[src/rtl/cbus_arb_pkg.sv]
// Shared types for the cache-bus arbiter: cbus channel structs, FSM state enum and index helpers.
package cbus_arb_pkg;

  localparam int unsigned CBUS_ADDR_W = 32;
  localparam int unsigned CBUS_DATA_W = 64;
  localparam int unsigned CBUS_STRB_W = CBUS_DATA_W / 8;

  typedef struct packed {
    logic                   valid;
    logic                   is_write;
    logic [2:0]             size;
    logic [CBUS_ADDR_W-1:0] addr;
    logic [CBUS_STRB_W-1:0] strobe;
    logic [CBUS_DATA_W-1:0] data;
    logic [3:0]             len;
  } cbus_req_t;

  typedef struct packed {
    logic                   ready;
    logic                   last;
    logic [CBUS_DATA_W-1:0] data;
  } cbus_resp_t;

  typedef enum logic [0:0] {
    ARB_IDLE = 1'b0,
    ARB_BUSY = 1'b1
  } arb_state_e;

  // Width of a master index; NUM_MASTERS is at least 2, so this is never zero.
  function automatic int unsigned arb_idx_w(input int unsigned num_masters);
    return (num_masters > 1) ? $clog2(num_masters) : 1;
  endfunction

endpackage

[src/rtl/rr_picker.sv]
// Combinational winner selection: first valid index at or after the pointer, wrapping around.
module rr_picker
  import cbus_arb_pkg::*;
#(
  parameter int unsigned NUM_MASTERS = 2,
  localparam int unsigned IdxW = arb_idx_w(NUM_MASTERS)
) (
  input  logic [NUM_MASTERS-1:0] i_valid,
  input  logic [IdxW-1:0]        i_ptr,
  output logic [IdxW-1:0]        o_idx,
  output logic                   o_any
);

  function automatic logic [IdxW-1:0] wrap_add(input logic [IdxW-1:0] base,
                                               input int unsigned off);
    int unsigned sum;
    sum = 32'(base) + off;
    if (sum >= NUM_MASTERS) begin
      sum = sum - NUM_MASTERS;
    end
    return IdxW'(sum);
  endfunction

  always_comb begin
    logic [IdxW-1:0] cand;
    o_idx = '0;
    o_any = 1'b0;
    cand  = '0;
    for (int unsigned k = 0; k < NUM_MASTERS; k++) begin
      cand = wrap_add(i_ptr, k);
      if (!o_any && i_valid[cand]) begin
        o_any = 1'b1;
        o_idx = cand;
      end
    end
  end

endmodule

[src/rtl/cbus_arbiter.sv]
// Grants whole cbus transactions (up to iresp.last) to one master at a time.
// Define CBUS_ARBITER_RR_EN for round-robin; otherwise the lowest requesting index wins.
module cbus_arbiter
  import cbus_arb_pkg::*;
#(
  parameter int unsigned NUM_MASTERS = 2
) (
  input  logic       clk,
  input  logic       reset,
  input  cbus_req_t  ireqs  [NUM_MASTERS],
  output cbus_resp_t oresps [NUM_MASTERS],
  output cbus_req_t  oreq,
  input  cbus_resp_t iresp
);

  localparam int unsigned IdxW = arb_idx_w(NUM_MASTERS);
  typedef logic [IdxW-1:0] idx_t;
  localparam idx_t LastIdx = idx_t'(NUM_MASTERS - 1);

  arb_state_e              r_state, w_state_next;
  idx_t                    r_sel, w_sel_next;
  idx_t                    w_ptr, w_win;
  logic                    w_any;
  logic                    w_done;
  logic [NUM_MASTERS-1:0]  w_valid;

  always_comb begin
    w_valid = '0;
    for (int unsigned i = 0; i < NUM_MASTERS; i++) begin
      w_valid[i] = ireqs[i].valid;
    end
  end

  // Completion is decided by the memory side alone; beats are never counted.
  assign w_done = (r_state == ARB_BUSY) && iresp.ready && iresp.last;

`ifdef CBUS_ARBITER_RR_EN
  idx_t r_ptr, w_ptr_next;

  always_comb begin
    w_ptr_next = r_ptr;
    if (w_done) begin
      w_ptr_next = (r_sel == LastIdx) ? '0 : r_sel + idx_t'(1);
    end
  end

  always_ff @(posedge clk) begin
    if (reset) begin
      r_ptr <= '0;
    end else begin
      r_ptr <= w_ptr_next;
    end
  end

  assign w_ptr = r_ptr;
`else
  assign w_ptr = '0;
`endif

  rr_picker #(
    .NUM_MASTERS(NUM_MASTERS)
  ) u_picker (
    .i_valid(w_valid),
    .i_ptr  (w_ptr),
    .o_idx  (w_win),
    .o_any  (w_any)
  );

  always_comb begin
    w_state_next = r_state;
    w_sel_next   = r_sel;
    oreq         = '0;
    for (int unsigned j = 0; j < NUM_MASTERS; j++) begin
      oresps[j] = '0;
    end
    unique case (r_state)
      ARB_IDLE: begin
        if (w_any) begin
          w_state_next = ARB_BUSY;
          w_sel_next   = w_win;
        end
      end
      ARB_BUSY: begin
        oreq          = ireqs[r_sel];
        oresps[r_sel] = iresp;
        if (w_done) begin
          w_state_next = ARB_IDLE;
        end
      end
      default: w_state_next = ARB_IDLE;
    endcase
  end

  always_ff @(posedge clk) begin
    if (reset) begin
      r_state <= ARB_IDLE;
      r_sel   <= '0;
    end else begin
      r_state <= w_state_next;
      r_sel   <= w_sel_next;
    end
  end

endmodule

[config.mk]
export PLATFORM = sky130hd
export DESIGN_NAME = cbus_arbiter
export DESIGN_NICKNAME = d
export VERILOG_FILES = /design/src/rtl/cbus_arb_pkg.sv /design/src/rtl/rr_picker.sv /design/src/rtl/cbus_arbiter.sv
export SDC_FILE = /design/constraint.sdc
export NUM_CORES = 1
export LEC_CHECK = 0
export ABC_AREA = 0
export CORE_AREA = 2 2 210 212
export DETAILED_ROUTE_END_ITERATION = 10
export DIE_AREA = 0 0 212 214
export SYNTH_ARGS = -nofsm -noshare
export SYNTH_HDL_FRONTEND = slang
export SYNTH_SLANG_ARGS = --single-unit
[constraint.sdc]
create_clock -name clk -period 1.3 [get_ports clk]
set_input_delay 0.26 -clock clk [delete_from_list [all_inputs] [get_ports clk]]
set_output_delay 0.26 -clock clk [all_outputs]
set_load 0.05 [all_outputs]
---- Word-level counts from Yosys, hierarchy flattened ----
Cells that the tools add are included.
word-level totals
  register bits after elaboration ......... 2
  bits of input ports ..................... 294
  output and inout port bits .............. 245
  word-level logic and storage cells ...... 26
cells by class
  magnitude comparators ................... 2
  muxes and demuxes ....................... 13
  bitwise gates (word level) .............. 3
  reductions and logical operators ........ 6
operators by type and width
  kind                                                                          count
  113-bit two-way mux                                                           4
  132-bit AND                                                                   1
  132-bit two-way mux                                                           1
  66-bit demux with 1-bit select                                                1
  66-bit two-way mux                                                            1
  1-bit two-way mux                                                             5
  1-bit logical AND                                                             4
  2-bit >= comparator, second input constant                                    1
  2-bit by 1-bit less-than comparator with 1-bit output, second input constant  1
  1-bit NOT with 2-bit output                                                   1
  1-bit one-hot mux with 2 select lines                                         1
  2-bit AND reduction                                                           1
  1-bit zero test                                                               1
  1-bit NOT                                                                     1

---- Longest topological paths before layout ----
  word-level depth ........................ 7
  mapped depth ............................ 5
  gate-level depth less buffers ........... 2

---- Hierarchy ----
From an unflattened synthesis, not the netlist that was laid out.
second synthesis, totals
  cells, all modules ...................... 418
  area total of the unflattened synthesis .. 3065.4 um^2
by module, submodules not included
  module        times used  cells each  area an instance (um^2)  sequential area each (um^2)
  cbus_arbiter  1           415         3047.9                   40.0
  rr_picker     1           3           17.5                     0.0

---- Least setup slack after synthesis ----
Ideal clock, no wire load.
  path type ............................... reg-to-output
  start ................................... register r_sel
  end ..................................... output port oreq[100] (netlist name)
  arrival ................................. 1.470 ns
  data required time ...................... 1.040 ns
  setup slack ............................. -0.430 ns
  stages on the path, launching flop included .. 6
  path buffers ............................ 3
  path through ............................ dfxtp_1 -> buf_4 -> buf_6 -> buf_6 -> mux2i_1 -> nor2_1
RTL lines
  element                   RTL line             text
  start: declaration        cbus_arbiter.sv:21   idx_t r_sel, w_sel_next;
  start signal: assignment  cbus_arbiter.sv:100  r_sel <= w_sel_next;
  end: declaration          cbus_arbiter.sv:12   output cbus_req_t oreq,

==> flow_metrics.tcl <==
set metrics [dict create \
    worstPathArrival_ns 1.50 \
    path_max_fanout 17 \
    initial_utilization 0.0647 \
    p_seq_frac 0.010 \
    hold_violations 0 \
    fin_ws_ns -0.463 \
    syn_nets 708 \
    grt_pass1_wl_um 38100 \
    critPathKind "flip-flop to primary output" \
    syn_to_final_growth_pct 412 \
    gr-total-overflow 0 \
    crit_chain "buf_12 > buf_4 > mux2i_2 > nor2_2 > buf_12" \
    detail_route.wl_per_cell_um 16.9 \
    worst_slew_pin_slew_ns 0.258 \
    critPathTopFamily "buffers and inverters" \
    netlist_instances 414 \
    numCtsBuffers 3 \
    start_kind "flip-flop" \
    grt_max_degree 31 \
    end_kind "primary output" \
    violations "setup timing" \
    fin_crit_sh 1.36 \
    comb_power_share 0.926 \
    timing.slew.headroom 0.828 \
    wl_um 26700 \
    cts_max_level 1 \
    regToRegEndpoint "r_sel$_SDFFE_PP0P_" \
    yosysSeqAreaShare 0.0144 \
    period_needed_ns 1.76 \
    clk_pin_slew_ns 0.03 \
    fillers 4172 \
    gp_congestion 0.866 \
    intPower_uw 4200 \
    grt_pass1_vias 5780 \
    io_pins 539 \
    clockBufferDepth 2 \
    ys_types 18 \
    yosys_warnings 0 \
    root_buffer "clkbuf_16" \
    synth-seq-cells 2 \
    final_nets 1293 \
    drive_gt1_frac 0.658 \
    num_vias 5380 \
    whs_endpoint "r_state$_SDFF_PP0_" \
    syn_area_sq_um 2770 \
    dr.first_iter.drc_count 124 \
    holdBufCountCts 0 \
    drv_slew 0 \
    hold_start "r_state$_SDFF_PP0_" \
    swShare 0.448 \
    crit_top_cell "buf_12" \
    reg2reg_depth 4 \
    antenna_found_initial 3 \
    fin_skew_ns 0.00406 \
    place_ws_ns -0.297 \
    fp.dieW_um 212 \
    rows 76 \
    die-area_sq_um 45400 \
    slowest_delay_ns 0.39 \
    rrSetupSlack_ns 0.14 \
    die_y_um 214 \
    rsz0062_at_grt "yes" \
    n_antenna_cell 0 \
    fmax_mhz 567 \
    dp_hpwl_um 22400 \
    grtUsageTotal 0.112 \
    route.antenna.remaining_nets 0 \
    drt-pass1-iter-count 4 \
    via_per_inst 3.40 \
    power.density_nw_per_um2 535 \
    cts_tree "built" \
    seq_area_sq_um 47.5 \
    outcome "finished, violations left" \
    postSynthAreaPerCell_sq_um 6.70 \
    multi_input_area_sq_um 4230 \
    setup_viol 245 \
    hold_path_depth 1 \
    clock-sinks 2 \
    clock_latency_ns 0.22 \
    hold_class "flip-flop to flip-flop" \
    leakagePower_uw 0.00520 \
    r2r-start "r_sel$_SDFFE_PP0P_" \
    port-buffer-count 538 \
    worstPathRequired_ns 1.04 \
    core_sq_um 42900 \
    clockPowerShare 0.064 \
    vdd_drop_max_v 0.000266 \
    worst-path-buf-inv 3 \
    finalPower_uw 7600 \
    drc_errors 0 \
    netSwitchingPower_uw 3400 \
    cap_violations 0 \
    critical-path-slowest-cell "dfxtp_4" \
]
-- area by class of cell --
class                   count  share of cell area
inverters                   2             0.00167
well taps                 585              0.0515
repair buffers            626               0.640
flip-flops and latches      2             0.00335
clock buffers               4             0.00555
multi-input cells         364               0.298
-- what timing repair did --
action	CTS	global route
buffers inserted	12	9
endpoints found under the setup margin	245	245
cloned	5	4
resized for setup	138	52
pin swaps	8	11
-- sequential cells by signal (all words and copies together) (netlist names) --
name / count
r_state: 1
r_sel: 1
-- metrics by stage --
stage                     setup TNS, ns  hold slack [ns]  area, sq um   util  std cells
after floorplan                  -14.21            0.326         3790      -        414
after global placement           -34.99            0.511        12700  0.297       1551
after detailed placement         -38.72            0.527        12700  0.297       1551
after CTS                        -97.70            0.509        13800  0.322       1572
after global routing            -107.78            0.535        14200  0.331       1583
final                            -94.31            0.510        14200  0.331       1583
-- cell usage after synthesis --
cell | n | area [sq um]
buf_2 | 11 | 55.1
nor3_1 | 1 | 5.00
nand2_1 | 1 | 3.75
clkbuf_1 | 11 | 41.3
and2_1 | 65 | 407
mux2i_1 | 113 | 1130
a311oi_1 | 1 | 8.76
inv_2 | 1 | 3.75
dfxtp_1 | 2 | 40.0
nor2b_2 | 1 | 8.76
a221oi_2 | 1 | 15.0
buf_6 | 11 | 124
inv_1 | 1 | 3.75
and3_1 | 65 | 407
buf_4 | 7 | 52.6
clkbuf_2 | 6 | 30.0
nand2b_1 | 1 | 6.26
nor2_1 | 115 | 432
-- placed cells by master, fill, tap and decap left out --
master / instances
clkbuf_16: 7
mux2i_1: 43
a311oi_1: 1
nor2_4: 61
nor2_2: 54
nor3_1: 1
nor2b_4: 1
and2_4: 65
buf_12: 267
nand2_4: 1
nand2b_1: 1
buf_4: 39
inv_16: 1
mux2i_4: 57
and3_4: 53
a221oi_2: 1
dfxtp_4: 2
buf_8: 4
clkdlybuf4s50_1: 293
and3_2: 12
clkbuf_1: 1
inv_1: 1
mux2i_2: 13
buf_6: 10
buf_16: 9
-- layer usage --
layer / track usage / wire [um] / vias to the layer above
li1: - / - / 2590
met1: 0.124 / 9690 / 2511
met2: 0.218 / 14800 / 263
met3: 0.0226 / 1940 / 16
met4: 0.0192 / 281 / 0
met5: 0 / 0 / -
-- how the worst max path moves through the flow --
| stage | from | end | slack [ns] | cells after the start |
|---|---|---|---|---|
| 6_report | r_sel$_SDFFE_PP0P_ | oreq[92] | -0.46 | 5 |
| 5_1_grt | r_sel$_SDFFE_PP0P_ | oreq[102] | -0.53 | 5 |
| 4_1_cts | r_sel$_SDFFE_PP0P_ | oreq[102] | -0.48 | 5 |
| 3_5_place_dp | r_sel$_SDFFE_PP0P_ | oreq[105] | -0.30 | 5 |
| 3_3_place_gp | r_sel$_SDFFE_PP0P_ | oreq[14] | -0.27 | 5 |
| 2_1_floorplan | r_sel$_SDFFE_PP0P_ | oreq[100] | -0.21 | 5 |
-- power groups by stage --
stage / clock network [uW] / logic, uW / registers [uW]
after floorplan: 0 / 2870 / 71.8
final: 483 / 7040 / 76.3
after global placement: 0 / 6270 / 77.6
after detailed placement: 0 / 6300 / 78.5
after global routing: 500 / 7300 / 77.5
after CTS: 491 / 6890 / 76.5
-- cells by family (layout without fill, tap and decap cells) --
family,after synthesis,count (layout),share of synthesized area
AND/OR/NAND/NOR,249,249,0.457
AO/OA/AOI/OAI,2,2,0.00857
flip-flops,2,2,0.0144
buffers and inverters,48,632,0.112
multiplexers,113,113,0.408
No activity file was read; power rests on OpenSTA's default activity.
